===== src/rtl/fmul_seq.sv =====
// Iterative radix-2 shift-add multiplier for the AVR MUL/FMUL/FMULS/FMULSU modes.
// Define FMUL_SAT_EN to saturate fractional-mode results instead of wrapping them.
module fmul_seq #(
    parameter int WIDTH = 8
) (
    input  logic             i_clk,
    input  logic             i_rst,
    input  logic             i_start,
    input  logic [1:0]       i_mode,
    input  logic [WIDTH-1:0] i_rd,
    input  logic [WIDTH-1:0] i_rr,
    output logic             o_busy,
    output logic             o_done,
    output logic [WIDTH-1:0] o_r1,
    output logic [WIDTH-1:0] o_r0,
    output logic             o_c,
    output logic             o_z
);

    localparam int PW    = 2 * WIDTH;
    localparam int CNT_W = (WIDTH > 1) ? $clog2(WIDTH) : 1;

    localparam logic [1:0] ST_IDLE = 2'd0;
    localparam logic [1:0] ST_CALC = 2'd1;
    localparam logic [1:0] ST_FIX  = 2'd2;

    localparam logic [1:0] MODE_MUL    = 2'b00;
    localparam logic [1:0] MODE_FMUL   = 2'b01;
    localparam logic [1:0] MODE_FMULS  = 2'b10;
    localparam logic [1:0] MODE_FMULSU = 2'b11;

    logic [1:0]       state;
    logic [CNT_W-1:0] cnt;
    logic [1:0]       mode_q;
    logic             neg_q;
    logic [WIDTH-1:0] mcand_q;
    logic [PW-1:0]    prod_q;

    logic             rd_signed;
    logic             rr_signed;
    logic             start_neg;
    logic [WIDTH-1:0] addend;
    logic [WIDTH:0]   sum;
    logic signed [PW-1:0] raw;
    logic [PW-1:0]    res_fix;

    function automatic logic [WIDTH-1:0] magnitude(input logic [WIDTH-1:0] v,
                                                   input logic is_signed);
        // The most negative value negates onto itself, which read unsigned is 2^(WIDTH-1).
        return (is_signed && v[WIDTH-1]) ? -v : v;
    endfunction

`ifdef FMUL_SAT_EN
    function automatic logic [PW-1:0] saturate(input logic [PW-1:0] raw_v,
                                               input logic [PW-1:0] wrapped,
                                               input logic [1:0]    mode,
                                               input logic          neg);
        logic [PW-1:0] r;
        r = wrapped;
        case (mode)
            MODE_FMUL: begin
                if (raw_v[PW-1]) r = '1;
            end
            MODE_FMULS, MODE_FMULSU: begin
                // Doubling overflows whenever the top two raw bits disagree.
                if (raw_v[PW-1] != raw_v[PW-2])
                    r = neg ? {1'b1, {(PW-1){1'b0}}} : {1'b0, {(PW-1){1'b1}}};
            end
            default: ;
        endcase
        return r;
    endfunction
`endif

    assign rd_signed = i_mode[1];
    assign rr_signed = (i_mode == MODE_FMULS);
    assign start_neg = (rd_signed & i_rd[WIDTH-1]) ^ (rr_signed & i_rr[WIDTH-1]);

    always_comb begin
        addend  = prod_q[0] ? mcand_q : '0;
        sum     = {1'b0, prod_q[PW-1:WIDTH]} + {1'b0, addend};
        raw     = neg_q ? -$signed(prod_q) : $signed(prod_q);
        res_fix = (mode_q == MODE_MUL) ? raw : {raw[PW-2:0], 1'b0};
`ifdef FMUL_SAT_EN
        res_fix = saturate(raw, res_fix, mode_q, neg_q);
`endif
    end

    assign o_busy = (state != ST_IDLE);

    always_ff @(posedge i_clk) begin
        if (i_rst) begin
            state  <= ST_IDLE;
            cnt    <= '0;
            o_done <= 1'b0;
            o_r1   <= '0;
            o_r0   <= '0;
            o_c    <= 1'b0;
            o_z    <= 1'b0;
        end else begin
            o_done <= 1'b0;
            case (state)
                ST_IDLE: begin
                    if (i_start) begin
                        mode_q  <= i_mode;
                        neg_q   <= start_neg;
                        mcand_q <= magnitude(i_rd, rd_signed);
                        prod_q  <= {{WIDTH{1'b0}}, magnitude(i_rr, rr_signed)};
                        cnt     <= '0;
                        state   <= ST_CALC;
                    end
                end
                ST_CALC: begin
                    // Accumulator high half takes the carry; the multiplier shifts out below it.
                    prod_q <= {sum, prod_q[WIDTH-1:1]};
                    cnt    <= cnt + 1'b1;
                    if (cnt == CNT_W'(WIDTH - 1)) state <= ST_FIX;
                end
                ST_FIX: begin
                    o_r1   <= res_fix[PW-1:WIDTH];
                    o_r0   <= res_fix[WIDTH-1:0];
                    o_c    <= raw[PW-1];
                    o_z    <= (res_fix == '0);
                    o_done <= 1'b1;
                    state  <= ST_IDLE;
                end
                default: state <= ST_IDLE;
            endcase
        end
    end

endmodule


===== config.mk =====
export PLATFORM = sky130hd
export DESIGN_NAME = fmul_seq
export DESIGN_NICKNAME = d
export VERILOG_FILES = /design/src/rtl/fmul_seq.sv
export SDC_FILE = /design/constraint.sdc
export NUM_CORES = 1
export LEC_CHECK = 0
export CORE_MARGIN = 5
export CORE_UTILIZATION = 41
export CTS_BUF_LIST = sky130_fd_sc_hd__clkbuf_4
export CTS_CLUSTER_SIZE = 14
export DETAILED_ROUTE_END_ITERATION = 12
export PLACE_DENSITY_LB_ADDON = 0.08
export SYNTH_ARGS = -nofsm -noshare
export SYNTH_HDL_FRONTEND = slang
export SYNTH_SLANG_ARGS = --single-unit

===== constraint.sdc =====
create_clock -name i_clk -period 3.8 [get_ports i_clk]
set_input_delay 0.57 -clock i_clk [delete_from_list [all_inputs] [get_ports i_clk]]
set_output_delay 0.57 -clock i_clk [all_outputs]
set_load 0.01 [all_outputs]

==> results of run 1 <==
## registers in the layout, indices dropped and copies added (netlist names)
signal   flops
neg_q        1
o_r1         8
mcand_q      8
o_z          1
cnt          3
o_done       1
prod_q      16
state        2
o_r0         8
mode_q       2
o_c          1
## cells by family (layout without fill, tap and decap cells)
family / count (synthesis) / in the layout / share of synthesized area
simple gates: 135 / 135 / 0.2089
compound gates: 92 / 92 / 0.1921
flops: 51 / 51 / 0.4030
buf+inv: 32 / 63 / 0.04061
xor+xnor: 31 / 31 / 0.08473
fa+ha+maj: 14 / 14 / 0.05701
mux: 4 / 4 / 0.01367
## final timing paths
kind / cells past startpoint / slack, ps / endpoint
setup reg to reg: 8 / 890 / o_z$_SDFFE_PP0P_
hold / removal: 2 / 460 / o_r1[7]$_SDFFE_PP0P_
setup / recovery: 8 / 890 / o_z$_SDFFE_PP0P_
hold reg to reg: 2 / 460 / o_r1[7]$_SDFFE_PP0P_
## worst max-delay path: stages, from the launching register on
cell	delay, ps
edfxtp_1	670
inv_1	170
ha_1	280
or4b_1	610
or4b_1	510
nand2_1	80
a32o_1	160
o2111ai_1	110
o31ai_1	230
## synthesized netlist by cell type (7+ instances only)
| cell | count | area (um2) |
|---|---|---|
| xnor2_1 | 15 | 131.4 |
| dfxtp_1 | 24 | 480.5 |
| nand3_1 | 9 | 45.04 |
| and2_1 | 10 | 62.56 |
| xor2_1 | 16 | 140.1 |
| nor2_1 | 30 | 112.6 |
| clkbuf_1 | 19 | 71.32 |
| o21ai_0 | 15 | 75.07 |
| nand2_1 | 45 | 168.9 |
| o31ai_1 | 8 | 60.06 |
| o211ai_1 | 8 | 60.06 |
| a21oi_1 | 29 | 145.1 |
| nor3_1 | 7 | 35.03 |
| ha_1 | 13 | 162.7 |
| edfxtp_1 | 27 | 810.8 |
| inv_1 | 9 | 33.78 |
## per-stage QoR
stage	worst slack (ps)	total power, mW	hold WS, ps	instance area [um2]
finish	888.1	1.096	456.7	3739
global route	614.4	1.162	473.4	3739
CTS	879.2	1.116	461.5	3739
detailed placement	918.5	0.8613	442.1	3681
global placement	980.0	0.8580	438.9	3681
floorplan	1130	0.7923	469.5	3204
## routing by layer
metal | part of all wire | vias to the layer above
met2 | 0.47 | 45
met3 | 0.040 | 11
met1 | 0.47 | 1168
met4 | 0.020 | 0
met5 | 0 | -
li1 | - | 1351
## final cells by class
class / count / area (um2)
tap: 102 / 127.6
inverter: 9 / 33.78
fill: 768 / 3949
multi-input combinational: 276 / 1783
clock buffer: 5 / 37.54
sequential: 51 / 1291
timing repair buffer: 46 / 445.4
clock inverter: 3 / 20.02
## power breakdown
group / total, mW / internal, mW / switching [mW] / leakage, nW
clock: 0.249 / 0.0710 / 0.178 / 0.0272
combinational: 0.202 / 0.0950 / 0.107 / 0.876
sequential: 0.645 / 0.607 / 0.0380 / 0.452
total: 1.10 / 0.773 / 0.323 / 1.35
==> results.json, run 1 <==
{
  "insertion_delay_ps": 370,
  "antenna_found_initial": 0,
  "critPathRequiredTime_ps": 4090,
  "syn-cell-area_um2": 3204,
  "grt_max_degree": 27,
  "utilization": 0.4863,
  "yosysSeqAreaShare": 0.4030,
  "holdCritPathClass": "reg2reg",
  "overflow": 0,
  "grt_util_met1": 0.1892,
  "insertedDiodeCount": 0,
  "worst-setup-path-type": "reg2reg",
  "max_cap_viol_count": 0,
  "die_width_um": 98.41,
  "drtIter0Drc": 129,
  "postCtsSetupRepairBufs": 0,
  "p_leak_nw": 1.355,
  "cts.sinks": 51,
  "syn_nets": 394,
  "die_height_um": 98.41,
  "synth_top_flop_cell": "edfxtp_1",
  "ir_worst_vdd_v": 0.0001347,
  "dp_cells": 484,
  "cts_buffers": 5,
  "yosysWarnings": 0,
  "post_cts_resized": 0,
  "period_needed_ps": 2912,
  "setup_viol": 0,
  "port_buffers": 40,
  "avgSynthCellArea_um2": 8.926,
  "worst_pin_slew_ps": 915.2,
  "dp_hpwl_um": 5168,
  "ys_types": 51,
  "period_share": 0.7663,
  "p_per_area_nw_per_um2": 293.3,
  "async_flop_share": 0,
  "cp_max_fo": 18,
  "cp-end-kind": "register",
  "vias": 2575,
  "met2_usage": 0.2413,
  "critPathLaunchType": "register",
  "mostFrequentLayoutCells": "45 x nand2_1, 40 x clkdlybuf4s50_1, 30 x nor2_1, 29 x a21oi_1, 27 x edfxtp_1",
  "use_met3": 0.02929,
  "pin_count": 41,
  "path_clk_slew_ps": 150,
  "cp_data_arrival_time_ps": 3210,
  "cts_hold_buf": 0,
  "track_usage": 0.1454,
  "layout_commonest_cell": "nand2_1",
  "grt_pass1_wl_um": 11730,
  "place.gp.congestion": 0.8038,
  "initial_core_util": 0.4168,
  "cts_root_buffer": "clkbuf_4",
  "final_nets": 424,
  "grt_pass1_vias": 2505,
  "ys_seq_elements": 51,
  "final_cells": 492,
  "worstReg2RegStart": "prod_q[0]$_DFFE_PP_",
  "wl_um": 6798,
  "fp-row-count": 32,
  "vias_per_cell": 5.234,
  "syn_inst": 359,
  "dieArea_um2": 9684,
  "rsz0062_at_grt": "false",
  "h-tree-depth": 2,
  "clock-skew-final_ps": 12.77,
  "drtPass1Iterations": 4,
  "status": "finished, final reports clean",
  "hp-start": "o_r1[7]$_SDFFE_PP0P_",
  "cts_tree": "done",
  "hold_viol": 0,
  "busiest_layer": "met2",
  "max_freq_mhz": 343.4,
  "slew_violations": 0,
  "synth-edff-count": 27,
  "wl_per_cell_um": 13.82,
  "slew_headroom": 0.3886,
  "design.core.area_um2": 7687,
  "crit_start": "prod_q[0]$_DFFE_PP_",
  "drc": 0,
  "setup_tns_ps": 0,
  "detail-route-antenna-nets": 0,
  "clockBufferDepth": 2,
  "area_growth_pct": 16.67,
  "drive_above_1_share": 0.06667
}
No activity file was read; power rests on OpenSTA's default activity.
==> run 2: changes to the inputs <==
==> constraint.sdc (replaced) <==
create_clock -name i_clk -period 2.8 [get_ports i_clk]
set_input_delay 0.42 -clock i_clk [delete_from_list [all_inputs] [get_ports i_clk]]
set_output_delay 0.42 -clock i_clk [all_outputs]
set_load 0.01 [all_outputs]
==> run 2 against run 1 <==
Effect of this change: first-iteration DRC count decreased by 43%; power rose by 37%; largest power group unchanged; sequential power grew 32%; non-clock buffer count grew 9; die area unchanged; critical path depth is the same; worst setup slack worse by 630 ps; worst hold slack hardly changed; via count grew 1.2%; critical path type unchanged.
==> results.json, run 2 (synthesized netlist as in run 1, its figures left out) <==
{
  "critPathMostFrequentCell": "or4b_1",
  "overflow": 0,
  "layout_commonest_cell": "nand2_1",
  "dp_cells": 493,
  "worst-setup-path-type": "reg2reg",
  "fp-row-count": 32,
  "period_needed_ps": 2546,
  "setup_viol": 0,
  "design.core.area_um2": 7687,
  "max_cap_viol_count": 0,
  "cts_buffers": 5,
  "final-seq-area_um2": 1291,
  "place.gp.congestion": 0.8250,
  "vias_per_cell": 5.202,
  "critPathRequiredTime_ps": 3100,
  "wl_um": 6894,
  "cp_cell_sequence": "inv_1 -> ha_1 -> or4b_1 -> or4b_1 -> nand2_1 -> a32o_1 -> o2111ai_1 -> o31ai_1",
  "slew_violations": 0,
  "cp_data_arrival_time_ps": 2840,
  "hp-start": "o_r0[4]$_SDFFE_PP0P_",
  "fin_ws_ps": 253.8,
  "clock-skew-final_ps": 13.25,
  "cts_root_buffer": "clkbuf_4",
  "detail-route-antenna-nets": 0,
  "largest_register_ffs": 16,
  "cp-end-kind": "register",
  "pin_count": 41,
  "p_per_area_nw_per_um2": 393.4,
  "utilization": 0.4961,
  "busiest_layer": "met2",
  "critical-path-top-delay-family": "simple AND/OR/NAND/NOR gates",
  "worstReg2RegStart": "prod_q[0]$_DFFE_PP_",
  "max_freq_mhz": 392.7,
  "period_share": 0.9093,
  "grt_max_degree": 27,
  "grt_util_met1": 0.1936,
  "ir_worst_vdd_v": 0.0001972,
  "vias": 2606,
  "status": "finished, final reports clean",
  "clockBufferDepth": 2,
  "rrSetupSlack_ps": 250,
  "cp_max_fo": 9,
  "dieArea_um2": 9684,
  "hold_viol": 0,
  "cts.sinks": 51,
  "p_leak_nw": 1.408,
  "insertion_delay_ps": 370,
  "drive_above_1_share": 0.08772,
  "area_growth_pct": 19.02,
  "worst_path_max_delay_cell": "or4b_1",
  "regMostFlops": "prod_q",
  "use_met3": 0.02429,
  "setup_tns_ps": 0,
  "grt_pass1_wl_um": 11720,
  "track_usage": 0.1454,
  "die_width_um": 98.41,
  "insertedDiodeCount": 0,
  "cts_tree": "done",
  "final_nets": 433,
  "initial_core_util": 0.4168,
  "dp_slack_ps": 267.0,
  "worst_pin_slew_ps": 428.6,
  "h-tree-depth": 2,
  "fillers": 775,
  "multiInputGateArea_um2": 1790,
  "rsz0062_at_grt": "false",
  "dp_hpwl_um": 5360,
  "postCtsSetupRepairBufs": 0,
  "met2_usage": 0.2480,
  "critPathMaxStageDelay_ps": 620,
  "drtPass1Iterations": 4,
  "critPathLaunchType": "register",
  "drc": 0,
  "wl_per_cell_um": 13.76,
  "port_buffers": 40,
  "critPathBufInv": 1,
  "slew_headroom": 0.7142,
  "path_clk_slew_ps": 150,
  "holdCritPathClass": "reg2reg",
  "crit_start": "prod_q[0]$_DFFE_PP_",
  "die_height_um": 98.41,
  "mostFrequentLayoutCells": "45 x nand2_1, 40 x clkdlybuf4s50_1, 30 x nor2_1, 29 x a21oi_1, 27 x edfxtp_1",
  "final_cells": 501,
  "drtIter0Drc": 73,
  "antenna_found_initial": 0,
  "grt_pass1_vias": 2508
}
==> run 2: area by class of cell <==
type	count	share of cell area
Inverter	9	0.008858
Sequential cell	51	0.3386
Tap cell	102	0.03346
Multi-Input combinational cell	276	0.4695
Clock inverter	2	0.003281
Timing Repair Buffer	55	0.1345
Clock buffer	6	0.01181
==> run 2: repair_timing <==
item	in CTS	in global routing
resized for setup	0	1
endpoints found under the setup margin	0	1
hold buffers	0	0
==> run 2: metrics by stage <==
stage,area (um2),hold WS (ps),power [mW]
after floorplan,3204,469.5,1.075
after global placement,3749,439.6,1.176
after detailed placement,3749,443.8,1.178
after CTS,3806,461.4,1.518
after global routing,3814,484.8,1.588
final,3814,456.7,1.500
==> run 2: routing by layer <==
layer  vias up  wire length, um  part of all wire
met5         -                0                 0
met4         0               61            0.0088
met3         5              267             0.039
met2        47             3301              0.48
met1      1183             3263              0.47
li1       1371                -                 -
==> run 2: final timing paths <==
check / to / cells past startpoint
max: o_z$_SDFFE_PP0P_ / 8
min: o_r0[4]$_SDFFE_PP0P_ / 2
max reg2reg: o_z$_SDFFE_PP0P_ / 8
min reg2reg: o_r0[4]$_SDFFE_PP0P_ / 2
==> run 2: worst min-delay path, delay by kind of cell, from the launching register on <==
kind | cells | cell delay (ps)
simple gates | 1 | 50
flops | 1 | 330
compound gates | 1 | 50
==> run 2: power by group <==
part	leakage [nW]	switching [mW]	internal (mW)	total, mW
Combinational	0.923	0.170	0.139	0.309
Clock	0.0333	0.232	0.108	0.340
Sequential	0.452	0.0278	0.824	0.852
Total	1.41	0.430	1.07	1.50
==> run 3: changes to the inputs <==
--- a/config.mk
+++ b/config.mk
@@ -6,7 +6,7 @@
 export NUM_CORES = 1
 export LEC_CHECK = 0
 export CORE_MARGIN = 5
-export CORE_UTILIZATION = 41
+export CORE_UTILIZATION = 58
 export CTS_BUF_LIST = sky130_fd_sc_hd__clkbuf_4
 export CTS_CLUSTER_SIZE = 14
 export DETAILED_ROUTE_END_ITERATION = 12
==> run 3 against run 2 <==
Effect of this change: sequential power is essentially flat; worst setup slack gained 0.71 ps; sequential share of layout area grew 0.55 points; via count grew 0.35%.
==> results.json, run 3 (synthesized netlist as in run 1, its figures left out) <==
{
  "status": "finished, final reports clean",
  "cts_tree": "done",
  "rrSetupSlack_ps": 250,
  "detail-route-antenna-nets": 0,
  "ir_worst_vdd_v": 0.0002888,
  "max_cap_viol_count": 0,
  "drtPass1Iterations": 4,
  "clock-skew-final_ps": 9.988,
  "slew_headroom": 0.4123,
  "crit_end": "o_z$_SDFFE_PP0P_",
  "vias_per_cell": 5.576,
  "dp_hpwl_um": 5100,
  "wl_um": 6567,
  "track_usage": 0.1899,
  "power_mw": 1.482,
  "holdWs_ps": 458.7,
  "cp-end-kind": "register",
  "fin_area_um2": 3752,
  "p_leak_nw": 1.389,
  "final_nets": 431,
  "clockBufferDepth": 2,
  "antenna_found_initial": 0,
  "layout_commonest_cell": "nand2_1",
  "port_buffers": 40,
  "dp_slack_ps": 217.7,
  "dpl-instance-area_um2": 3696,
  "p_per_area_nw_per_um2": 394.9,
  "cts_buffers": 5,
  "setup_tns_ps": 0,
  "worst_pin_slew_ps": 879.7,
  "hold_viol": 0,
  "period_needed_ps": 2545,
  "holdCritPathClass": "reg2reg",
  "critical-path-top-delay-family": "simple AND/OR/NAND/NOR gates",
  "cts_root_buffer": "clkbuf_4",
  "critPathRequiredTime_ps": 3090,
  "worstReg2RegStart": "prod_q[0]$_DFFE_PP_",
  "fin_ws_ps": 254.5,
  "grt_pass1_vias": 2446,
  "design.core.area_um2": 5439,
  "cp.depth": 8,
  "largest_register_ffs": 16,
  "grt_pass1_wl_um": 11150,
  "cp_data_arrival_time_ps": 2830,
  "final_cells": 469,
  "cp_max_fo": 9,
  "critPathMaxStageDelay_ps": 550,
  "drc": 0,
  "die_height_um": 84.33,
  "pin_count": 41,
  "cp_cell_sequence": "inv_1 -> ha_1 -> or4b_4 -> or4b_1 -> nand2_1 -> a32o_1 -> o2111ai_1 -> o31ai_1",
  "grt_max_degree": 27,
  "r2r_end": "o_z$_SDFFE_PP0P_",
  "utilization": 0.6899,
  "area_growth_pct": 17.10,
  "cts_hold_buf": 0,
  "dp_cells": 461,
  "setup_viol": 0,
  "cts.sinks": 51,
  "rsz0062_at_grt": "false",
  "hp-start": "o_r0[6]$_SDFFE_PP0P_",
  "critPathBufInv": 1,
  "drive_above_1_share": 0.08060,
  "slew_violations": 0,
  "regMostFlops": "prod_q",
  "crit_start": "prod_q[0]$_DFFE_PP_",
  "initial_core_util": 0.5891,
  "worst_path_max_delay_cell": "or4b_4",
  "worst-setup-path-type": "reg2reg",
  "drtIter0Drc": 186,
  "die_width_um": 84.33,
  "path_clk_slew_ps": 150,
  "insertedDiodeCount": 0,
  "max_freq_mhz": 392.9,
  "wl_per_cell_um": 14.00,
  "vias": 2615,
  "period_share": 0.9091,
  "mostFrequentLayoutCells": "45 x nand2_1, 40 x clkdlybuf4s50_1, 30 x nor2_1, 29 x a21oi_1, 27 x edfxtp_1",
  "rr_worst_depth": 8,
  "critPathLaunchType": "register",
  "fp-row-count": 27,
  "overflow": 0,
  "dieArea_um2": 7112,
  "insertion_delay_ps": 370,
  "h-tree-depth": 2,
  "place.gp.congestion": 0.9144
}
==> run 3: how the worst min path moves through the flow <==
| stage | end | slack [ps] | depth (start not counted) |
|---|---|---|---|
| after floorplan | cnt[1]$_SDFFE_PP0P_ | 470 | 2 |
| after global placement | o_r1[2]$_SDFFE_PP0P_ | 440 | 2 |
| after detailed placement | o_r1[0]$_SDFFE_PP0P_ | 440 | 2 |
| after CTS | o_r1[0]$_SDFFE_PP0P_ | 460 | 2 |
| after global routing | o_r0[6]$_SDFFE_PP0P_ | 480 | 2 |
| final | o_r0[6]$_SDFFE_PP0P_ | 460 | 2 |
==> run 3: area by class of cell <==
class | instances | area, um2
inverters | 9 | 33.78
clock inverters | 3 | 15.01
flip-flops and latches | 51 | 1291
clock buffers | 5 | 37.54
repair buffers | 53 | 498.0
well taps | 72 | 90.09
multi-input cells | 276 | 1787
fillers | 473 | 1687
==> run 3: report_power, final <==
group / internal [mW] / switching [mW]
Clock: 0.0925 / 0.230
Sequential: 0.824 / 0.0305
Combinational: 0.138 / 0.167
Total: 1.05 / 0.427
==> run 3: repair_timing <==
action | in CTS | in global routing
gates resized for setup | 0 | 1
setup buffers | 0 | 0
setup endpoints to repair | 0 | 1
==> run 3: worst register-to-register path, cell delays in order (launching register included) <==
cell and delay, ps:
edfxtp_1 450, inv_1 100, ha_1 280, or4b_4 550, or4b_1 490, nand2_1 70, a32o_1 160, o2111ai_1 120
o31ai_1 250
==> run 3: per-layer routing <==
layer	share of wire	up-vias	track usage
met4	0.020	0	0.05612
met3	0.049	10	0.03337
met2	0.47	62	0.3228
met5	0	-	0
met1	0.46	1177	0.2481
li1	-	1366	-
